[config.mk]
export PLATFORM = sky130hd
export DESIGN_NAME = raster_mem_sched
export DESIGN_NICKNAME = d
export VERILOG_FILES = /design/src/rtl/raster_mem_sched_pkg.sv /design/src/rtl/raster_mem_sched_rr_arbiter.sv /design/src/rtl/raster_mem_sched.sv
export SDC_FILE = /design/constraint.sdc
export NUM_CORES = 1
export LEC_CHECK = 0
export ABC_AREA = 1
export CAP_MARGIN = 5
export CORE_AREA = 8 8 662 664
export DETAILED_ROUTE_END_ITERATION = 6
export DIE_AREA = 0 0 670 672
export GPL_TIMING_DRIVEN = 0
export HOLD_SLACK_MARGIN = 0.06
export PLACE_DENSITY = 0.32
export SLEW_MARGIN = 0
export SYNTH_ARGS = -nofsm -noshare
export SYNTH_HDL_FRONTEND = slang
export SYNTH_SLANG_ARGS = --single-unit
[constraint.sdc]
create_clock -name clk -period 10.7 [get_ports clk]
set_clock_uncertainty 0.15 [all_clocks]
set_input_delay 2.14 -clock clk [delete_from_list [all_inputs] [get_ports clk]]
set_output_delay 2.14 -clock clk [all_outputs]
set_load 0.02 [all_outputs]
[src/rtl/raster_mem_sched_pkg.sv]
// Shared types, state encodings and helpers for the raster memory-fetch scheduler.
package raster_mem_sched_pkg;

  localparam int RASTER_PID_BITS   = 16;
  localparam int RASTER_DIM_BITS   = 16;
  localparam int RASTER_DATA_BITS  = 32;
  localparam int RASTER_EDGE_WORDS = 9;

  // One primitive beat as it travels from a fetch unit to the rasterizer slice.
  typedef struct packed {
    logic [RASTER_PID_BITS-1:0]             pid;
    logic [RASTER_DIM_BITS-1:0]             xloc;
    logic [RASTER_DIM_BITS-1:0]             yloc;
    logic [2:0][2:0][RASTER_DATA_BITS-1:0]  edges;
  } raster_prim_t;

  typedef enum logic [1:0] {
    SCHED_IDLE   = 2'd0,
    SCHED_LAUNCH = 2'd1,
    SCHED_RUN    = 2'd2,
    SCHED_DONE   = 2'd3
  } sched_state_e;

  function automatic logic [31:0] sat_inc32(input logic [31:0] value);
    return (value == '1) ? value : value + 32'd1;
  endfunction

endpackage

[src/rtl/raster_mem_sched_rr_arbiter.sv]
// Burst-locked round-robin arbiter: the owner keeps priority for up to MAX_BURST
// consecutive fires, then priority moves to the next requester after it.
module raster_mem_sched_rr_arbiter #(
  parameter int NUM_UNITS = 4,
  parameter int MAX_BURST = 8,
  localparam int PTR_W   = (NUM_UNITS > 1) ? $clog2(NUM_UNITS) : 1,
  localparam int BURST_W = $clog2(MAX_BURST + 1)
) (
  input  logic                 clk,
  input  logic                 reset,
  input  logic [NUM_UNITS-1:0] cand,
  input  logic                 fire,
  output logic [NUM_UNITS-1:0] grant,
  output logic [PTR_W-1:0]     grant_idx
);

  logic [PTR_W-1:0]   ptr;
  logic [PTR_W-1:0]   scan_idx;
  logic [PTR_W-1:0]   next_idx;
  logic [BURST_W-1:0] burst;
  logic [BURST_W-1:0] run_len;

  // Scan from the pointer downwards so the closest requester at or after ptr wins last.
  // NOTE: every always_comb output gets a default first so no path can infer a latch.
  always_comb begin
    grant     = '0;
    grant_idx = '0;
    scan_idx  = '0;
    for (int k = NUM_UNITS - 1; k >= 0; k--) begin
      scan_idx = PTR_W'((int'(ptr) + k) % NUM_UNITS);
      if (cand[scan_idx]) begin
        grant           = '0;
        grant[scan_idx] = 1'b1;
        grant_idx       = scan_idx;
      end
    end
  end

  // A grant to anyone other than the owner starts a fresh run for the new owner.
  assign run_len  = (grant_idx == ptr) ? burst + 1'b1 : BURST_W'(1);
  assign next_idx = (grant_idx == PTR_W'(NUM_UNITS - 1)) ? '0 : grant_idx + 1'b1;

  // NOTE: sequential state uses non-blocking assignments so all flops update together.
  always_ff @(posedge clk) begin
    if (reset) begin
      ptr   <= '0;
      burst <= '0;
    end else if (fire) begin
      if (run_len == BURST_W'(MAX_BURST)) begin
        ptr   <= next_idx;
        burst <= '0;
      end else begin
        ptr   <= grant_idx;
        burst <= run_len;
      end
    end else if (!cand[ptr]) begin
      burst <= '0;
    end
  end

endmodule

[src/rtl/raster_mem_sched.sv]
// Launch/completion controller and merged output stage for a group of raster
// memory-fetch units sharing one rasterizer slice.
module raster_mem_sched
  import raster_mem_sched_pkg::*;
#(
  parameter int NUM_UNITS = 4,
  parameter int PID_BITS  = 16,
  parameter int DIM_BITS  = 16,
  parameter int DATA_BITS = 32,
  parameter int MAX_BURST = 8,
  localparam int EDGE_BITS = RASTER_EDGE_WORDS * DATA_BITS,
  localparam int PTR_W     = (NUM_UNITS > 1) ? $clog2(NUM_UNITS) : 1
) (
  input  logic                           clk,
  input  logic                           reset,
  input  logic                           start,
  input  logic [NUM_UNITS-1:0]           unit_mask,
  output logic                           busy,
  output logic                           done,
  output logic [31:0]                    prim_count,
  output logic [NUM_UNITS-1:0]           unit_start,
  input  logic [NUM_UNITS-1:0]           unit_busy,
  input  logic [NUM_UNITS-1:0]           unit_valid,
  input  logic [NUM_UNITS*PID_BITS-1:0]  unit_pid,
  input  logic [NUM_UNITS*DIM_BITS-1:0]  unit_xloc,
  input  logic [NUM_UNITS*DIM_BITS-1:0]  unit_yloc,
  input  logic [NUM_UNITS*EDGE_BITS-1:0] unit_edges,
  output logic [NUM_UNITS-1:0]           unit_ready,
  output logic                           valid_out,
  output logic [PID_BITS-1:0]            pid_out,
  output logic [DIM_BITS-1:0]            xloc_out,
  output logic [DIM_BITS-1:0]            yloc_out,
  output logic [EDGE_BITS-1:0]           edges_out,
  input  logic                           ready_out
);

  sched_state_e         state;
  logic [NUM_UNITS-1:0] mask_q;
  logic [NUM_UNITS-1:0] cand;
  logic [NUM_UNITS-1:0] grant;
  logic [PTR_W-1:0]     grant_idx;
  logic                 load_en;
  logic                 fire;
  logic                 xfer;
  logic                 run_exit;

  assign load_en = ~valid_out | ready_out;
  assign xfer    = valid_out & ready_out;
  assign cand    = (state == SCHED_RUN && !reset) ? (unit_valid & mask_q) : '0;

  // grant is a subset of cand, so any grant bit means the granted unit is valid.
  assign fire       = (|grant) & load_en;
  assign unit_ready = grant & {NUM_UNITS{load_en}};

  // The run is over only when no enabled unit is working, offering, or parked in the output register.
  assign run_exit = (((unit_busy | unit_valid) & mask_q) == '0) && !valid_out;

  raster_mem_sched_rr_arbiter #(
    .NUM_UNITS (NUM_UNITS),
    .MAX_BURST (MAX_BURST)
  ) u_arbiter (
    .clk       (clk),
    .reset     (reset),
    .cand      (cand),
    .fire      (fire),
    .grant     (grant),
    .grant_idx (grant_idx)
  );

  always_ff @(posedge clk) begin
    if (reset) begin
      state      <= SCHED_IDLE;
      busy       <= 1'b0;
      done       <= 1'b0;
      unit_start <= '0;
      mask_q     <= '0;
      prim_count <= '0;
    end else begin
      done       <= 1'b0;
      unit_start <= '0;
      if (xfer) prim_count <= sat_inc32(prim_count);
      case (state)
        SCHED_IDLE: begin
          if (start) begin
            if (unit_mask != '0) begin
              state      <= SCHED_LAUNCH;
              busy       <= 1'b1;
              unit_start <= unit_mask;
              mask_q     <= unit_mask;
              prim_count <= '0;
            end else begin
              done <= 1'b1;
            end
          end
        end
        // One cycle of slack so the units' registered busy is visible before RUN checks it.
        SCHED_LAUNCH: state <= SCHED_RUN;
        SCHED_RUN: begin
          if (run_exit) begin
            state <= SCHED_DONE;
            done  <= 1'b1;
          end
        end
        SCHED_DONE: begin
          state <= SCHED_IDLE;
          busy  <= 1'b0;
        end
        default: state <= SCHED_IDLE;
      endcase
    end
  end

  always_ff @(posedge clk) begin
    if (reset) valid_out <= 1'b0;
    else if (load_en) valid_out <= fire;
  end

  // NOTE: payload registers carry no reset; valid_out alone qualifies them.
  always_ff @(posedge clk) begin
    if (fire) begin
      pid_out   <= unit_pid[grant_idx*PID_BITS +: PID_BITS];
      xloc_out  <= unit_xloc[grant_idx*DIM_BITS +: DIM_BITS];
      yloc_out  <= unit_yloc[grant_idx*DIM_BITS +: DIM_BITS];
      edges_out <= unit_edges[grant_idx*EDGE_BITS +: EDGE_BITS];
    end
  end

endmodule

# --- Word-level counts from Yosys, hierarchy flattened ---
# Cells that the tools add are included.
totals:
  word_cells: 118
  reg_bits: 387
  input_bits: 1360
  out_inout_bits: 379
classes:
  n_reduce_logical: 17
  magnitude_cmp: 8
  bitwise_logic: 11
  muxes: 47
  multipliers: 1
  shifts: 4
  n_eq_ne: 11
  addsub: 6
op_table:
  columns: ["cell", "count"]
  rows:
  - ["variable part select 1152 x 12 -> 288 bit", 1]
  - ["variable part select 64 x 7 -> 16 bit", 3]
  - ["2-to-1 mux 32 bit", 5]
  - ["2-to-1 mux 4 bit", 9]
  - ["adder 32 x 1 -> 32 bit (second input constant)", 1]
  - ["equality test 32 bit (second input constant)", 1]
  - ["2-to-1 mux 2 bit", 9]
  - ["2-to-1 mux 1 bit", 13]
  - ["AND 4 bit", 3]
  - ["less-than comparator 2 x 3 -> 1 bit (second input constant)", 4]
  - ["AND reduction 3 bit", 3]
  - ["binary-select mux 1 bit (select 2 bit)", 4]
  - ["demux 1 bit (select 2 bit)", 4]
  - [">= comparator 2 x 1 -> 1 bit (second input constant)", 4]
  - ["inequality test 2 bit (second input constant)", 4]
  - ["one-hot mux 2 bit (4 select lines)", 1]
  - ["OR reduction 4 bit", 2]
  - ["equality test 2 bit (second input constant)", 3]
  - ["logical AND 1 bit", 6]
  - ["multiplier 2 x 4 -> 6 bit (second input constant)", 1]
  - ["adder 2 x 1 -> 2 bit (second input constant)", 2]
  - ["adder 2 bit (second input constant)", 2]
  - ["adder 4 x 1 -> 4 bit (second input constant)", 1]
  - ["equality test 4 bit (second input constant)", 1]
  - ["other kinds (12)", 18]

# --- Logic depth before layout (Yosys ltp) ---
logic_depth:
  ltp_word: 14
  ltp_mapped: 21
  mapped_depth_nobuf: 20

# --- Cells and area by module ---
# A second synthesis with hierarchy kept.
hier_totals:
  cells_unflattened: 2760
  hier_area_um2: 22363.9
modules_own_cells:
  columns: ["mod", "seq_area_each_um2", "cells_each", "area_per_inst_um2", "n_inst"]
  rows:
  - ["raster_mem_sched", 10990.5, 2638, 21561.9, 1]
  - ["raster_mem_sched_rr_arbiter", 120.1, 122, 802.0, 1]

# --- Worst setup path before layout ---
# OpenSTA, ideal clock, no wires.
synth_path:
  path_type: "input to register"
  from: "in reset"
  to: "reg edges_out[0] (enable)"
  arrival_ns: 8.134
  path_buffers: 1
  setup_slack_ns: 1.821
  setup_time_ns: 0.595
  cell_stages: 14
  required_ns: 9.955
  cell_sequence: "buf_6 nor2_8 nand3_1 nand2_1 nand2_1 nand2_2 inv_2 nor2_2 nand2_1 nand3_1 o21ai_1 nand2_2 nor2_4 nor2_4"
synth_via:
  elab_chain_cells: 11
  elab_cells_between_ends: 17
  cone_classes: "mux (13); bitwise (1); reduce/logical (3)"
synth_lines:
  columns: ["item", "line_no", "rtl"]
  rows:
  - ["start, declared", "raster_mem_sched.sv:15", "input logic reset,"]
  - ["logical NOT 1 bit *", "raster_mem_sched.sv:49", "assign cand = (state == SCHED_RUN && !reset) ? (unit_valid & mask_q) : '0;"]
  - ["logical AND 1 bit *", "raster_mem_sched.sv:49", null]
  - ["2-to-1 mux 4 bit *", "raster_mem_sched.sv:49", null]
  - ["binary-select mux 1 bit (select 2 bit)", "raster_mem_sched_rr_arbiter.sv:31", "if (cand[scan_idx]) begin"]
  - ["2-to-1 mux 1 bit (implied by the code)", "raster_mem_sched_rr_arbiter.sv:31", null]
  - ["2-to-1 mux 4 bit (3 in series)", "raster_mem_sched_rr_arbiter.sv:31", null]
  - ["2-to-1 mux 4 bit *", "raster_mem_sched_rr_arbiter.sv:31", null]
  - ["OR reduction 4 bit *", "raster_mem_sched.sv:52", "assign fire = (|grant) & load_en;"]
  - ["AND 1 bit *", "raster_mem_sched.sv:52", null]
  - ["net fire", "raster_mem_sched.sv:43", "logic fire;"]
  - ["end signal, assigned", "raster_mem_sched.sv:124", "edges_out <= unit_edges[grant_idx*EDGE_BITS +: EDGE_BITS];"]
  - ["end, declared", "raster_mem_sched.sv:33", "output logic [EDGE_BITS-1:0] edges_out,"]
# The timed path passes the listed nets; every way through them passes the cells marked *. The select of a mux whose other input is x is not followed.
# A chain may end at the register's enable or synchronous reset.

# --- Worst setup path after layout ---
layout_path:
  from: "in unit_valid[1]"
  to: "out unit_ready[1]"
layout_via:
  elab_chain_cells: 9
  elab_cells_between_ends: 15
  cone_classes: "mux (13); bitwise (2)"
layout_lines:
  columns: ["item", "line_no", "rtl"]
  rows:
  - ["start, declared", "raster_mem_sched.sv:23", "input logic [NUM_UNITS-1:0] unit_valid,"]
  - ["AND 4 bit *", "raster_mem_sched.sv:49", null]
  - ["2-to-1 mux 4 bit *", "raster_mem_sched.sv:49", null]
  - ["binary-select mux 1 bit (select 2 bit)", "raster_mem_sched_rr_arbiter.sv:31", null]
  - ["2-to-1 mux 1 bit (implied by the code)", "raster_mem_sched_rr_arbiter.sv:31", null]
  - ["2-to-1 mux 4 bit (3 in series)", "raster_mem_sched_rr_arbiter.sv:31", null]
  - ["2-to-1 mux 4 bit *", "raster_mem_sched_rr_arbiter.sv:31", null]
  - ["AND 4 bit *", "raster_mem_sched.sv:53", "assign unit_ready = grant & {NUM_UNITS{load_en}};"]
  - ["end, declared", "raster_mem_sched.sv:28", "output logic [NUM_UNITS-1:0] unit_ready,"]
# Mark *: on every way between the ends. The rest lies on a longest branch, timed or not. The select of a mux whose other input is x is not followed.

==> run_results.csv <==
group,metric,value,unit
synth,synth_enable_flop_cells,336,
drt,via_per_inst,3.15,
timing,setup_ws,3530,ps
drt,drc,0,
worst_setup_path,crit_chain,"clkdlybuf4s50_1, nand2_1, inv_1, nand3_1, nand2_1, nand2_1, nand2_2, inv_2, nor2_2, nand2_1, nand3_1, nand2_1, nor2_1, clkdlybuf4s50_1",
synth,yosys.cell_types.count,45,
timing,hold_viol_final,0,
clocking,cts_tree,"yes",
place,gp_routability_congestion,0.933,
power,ir_drop,0.119,mV
synth,synth_flop_cell,"edfxtp_1",
grt,grt.met3_usage,7.87,%
timing,rsz0062_at_grt,"false",
cells_and_area,layout.nets,5895,
drt,ant_nets,0,
die,io_pins,1739,
die,core,428000,sq um
drt,routedWlPerCell,35.9,um
cells_and_area,fin_area,50300,sq um
timing,setup_violations,0,
flow_run,cap_violations,0,
worst_setup_path,cp_common_cell,"nand2_1",
synth,syn_nets,4067,
synth,yosysSeqAreaShare,48.6,%
timing,post-route-min-period,7170,ps
timing,timing.fmax,139,MHz
timing,holdWs,315,ps
grt,met1_usage,17.8,%
clocking,holdBufCountCts,0,
worst_setup_path,slowest_stage,"clkdlybuf4s50_1",
clocking,clkSinkCount,387,
die,start_util,5.33,%
worst_setup_path,endpoint_kind,"primary output",
power,pwr_density_cell,248,nW/um^2
worst_setup_path,crit_arrival,4880,ps
die,die_w,670,um
grt,antenna_found_initial,356,
grt,grt_use_met2,26.5,%
place,place_worst_setup_slack,3410,ps
synth,synthesis.area,22900,sq um
grt,grt_max_degree,29,
drt,wl,374000,um
timing,drv_slew,0,
power,p_total,12.5,mW
synth,netlist_instances,2696,
grt,grt_pass1_wl,449000,um
cells_and_area,final_util,11.7,%
clocking,post_cts_resized,0,
place,portBuffers,1737,
clocking,cts.root.buffer_cell,"clkbuf_16",
drt,first_iter_violations,2898,
place,placed_area,47700,sq um
clocking,clk_pin_slew,50,ps
drt,vias,32700,
cells_and_area,drive_gt1_share,7.43,%
timing,tightest_slew,1330,ps
outcome,status,"completed",
worst_setup_path,critPathLaunchType,"primary input",
min_path,hold_path.class,"reg -> reg",
drt,dr.pass1.iters,5,
cells_and_area,areaGrowthSynthToFinish,120,%
grt,top_usage_layer,"met2",
worst_setup_path,cp_max_fo,5,
grt,grt.overflow.total,0,
synth,synthArstFlopShare,0,%
synth,yosysWarnings,0,
synth,avgSynthCellArea,8.48,sq um
clocking,htree_levels,3,
clocking,insertion_delay,810,ps
timing,layout_worst_path_cycle_share,67.0,%
grt,grt_pass1_vias,32800,
die,die_area,450000,sq um
grt,track_usage,15.8,%
worst_setup_path,cpPeakStageDelay,890,ps
clocking,clk_path_buf_depth,4,
clocking,postCtsSetupBuffers,0,
die,die_y,672,um
worst_setup_path,worstPathRequired,8410,ps
timing,relSlewSlack,11.1,%
synth,ys_ff_latch,387,
die,row_count,241,
clocking,cts-buffers-inserted,74,
worst_setup_path,crit_type,"in -> out",
place,dp_hpwl,333000,um
power,p_leak,18.2,nW
[sequential cells by signal, indices dropped and copies added, names as in the netlist]
name / flops
busy: 1
done: 1
edges_out: 288
mask_q: 4
pid_out: 16
prim_count: 32
state: 2
u_arbiter.burst: 4
u_arbiter.ptr: 2
unit_start: 4
valid_out: 1
xloc_out: 16
yloc_out: 16
[synthesized netlist by cell type (8+ instances only)]
cell	instances	area (sq um)
buf_6	18	203
nand2_2	8	50.1
a22oi_1	336	2520
o21ai_0	21	105
edfxtp_1	336	10100
nor4_1	11	68.8
buf_1	19	71.3
ha_1	11	138
a21oi_1	698	3490
buf_4	30	225
dfxtp_1	51	1020
nand2_1	766	2880
buf_2	142	711
nor3_1	15	75.1
nor2_1	61	229
clkbuf_1	18	67.6
inv_1	48	180
nand4_1	12	75.1
nand3_1	36	180
[layout make-up]
class	count	area [sq um]
Fill cell	49400	378000
Timing Repair Buffer	1752	17700
Sequential cell	387	11100
Multi-Input combinational cell	2025	10200
Tap cell	5710	7140
Clock buffer	93	1940
Buffer	227	1280
Clock inverter	36	359
Antenna cell	116	290
Inverter	57	219
[report_power, final]
part           internal [mW]  total [mW]  leakage, nW  switching, mW
registers               2.67        2.96         3.53          0.290
clock network           1.41        2.46         1.11           1.06
logic                   2.36        7.05         13.6           4.69
total                   6.44        12.5         18.2           6.04
[final timing paths]
kind / from / endpoint / slack (ps) / depth (start not counted)
worst max-delay path: unit_valid[1] / unit_ready[1] / 3530 / 14
worst min-delay path: u_arbiter.burst[3] / u_arbiter.burst[3] / 320 / 2
worst max register to register: u_arbiter.ptr[1] / edges_out[182] / 5540 / 12
worst min register to register: u_arbiter.burst[3] / u_arbiter.burst[3] / 320 / 2
[logic make-up after synthesis]
logic type      count (synthesis)  synth area share [%]
simple gates                  927                  16.3
buf+inv                       284                  6.55
fa+ha+maj                      11                 0.602
flops                         387                  48.6
xor+xnor                       12                 0.460
compound gates               1075                  27.5
[metal layers]
layer / wire length (um) / vias to the layer above
li1: - / 13600
met1: 141000 / 16100
met2: 174000 / 2206
met3: 44600 / 654
met4: 13100 / 160
met5: 1060 / -
[placed cells by master (no fill, tap or decap), types with 12 or more instances in the layout]
master / instances
nor2_1: 61
inv_1: 48
buf_6: 18
buf_2: 142
clkbuf_1: 33
a22oi_1: 336
clkdlybuf4s50_1: 1737
nor3_1: 15
buf_12: 15
edfxtp_1: 336
clkbuf_16: 74
nand2_1: 766
diode_2: 116
o21ai_0: 21
nand4_1: 12
dfxtp_1: 51
nand3_1: 36
buf_1: 19
buf_4: 30
clkinv_1: 14
a21oi_1: 698
[through the flow]
stage	setup TNS [ps]	cells
floorplan	0	2696
global placement	-1427950	10100
CTS	0	10300
detailed placement	0	10200
global route	0	10300
finish	0	10400
[worst max-delay path, delay by kind of cell]
family        cells  cell delay, ps
buf+inv           4            1540
simple gates     10            1170
No activity file was read; power rests on OpenSTA's default activity.
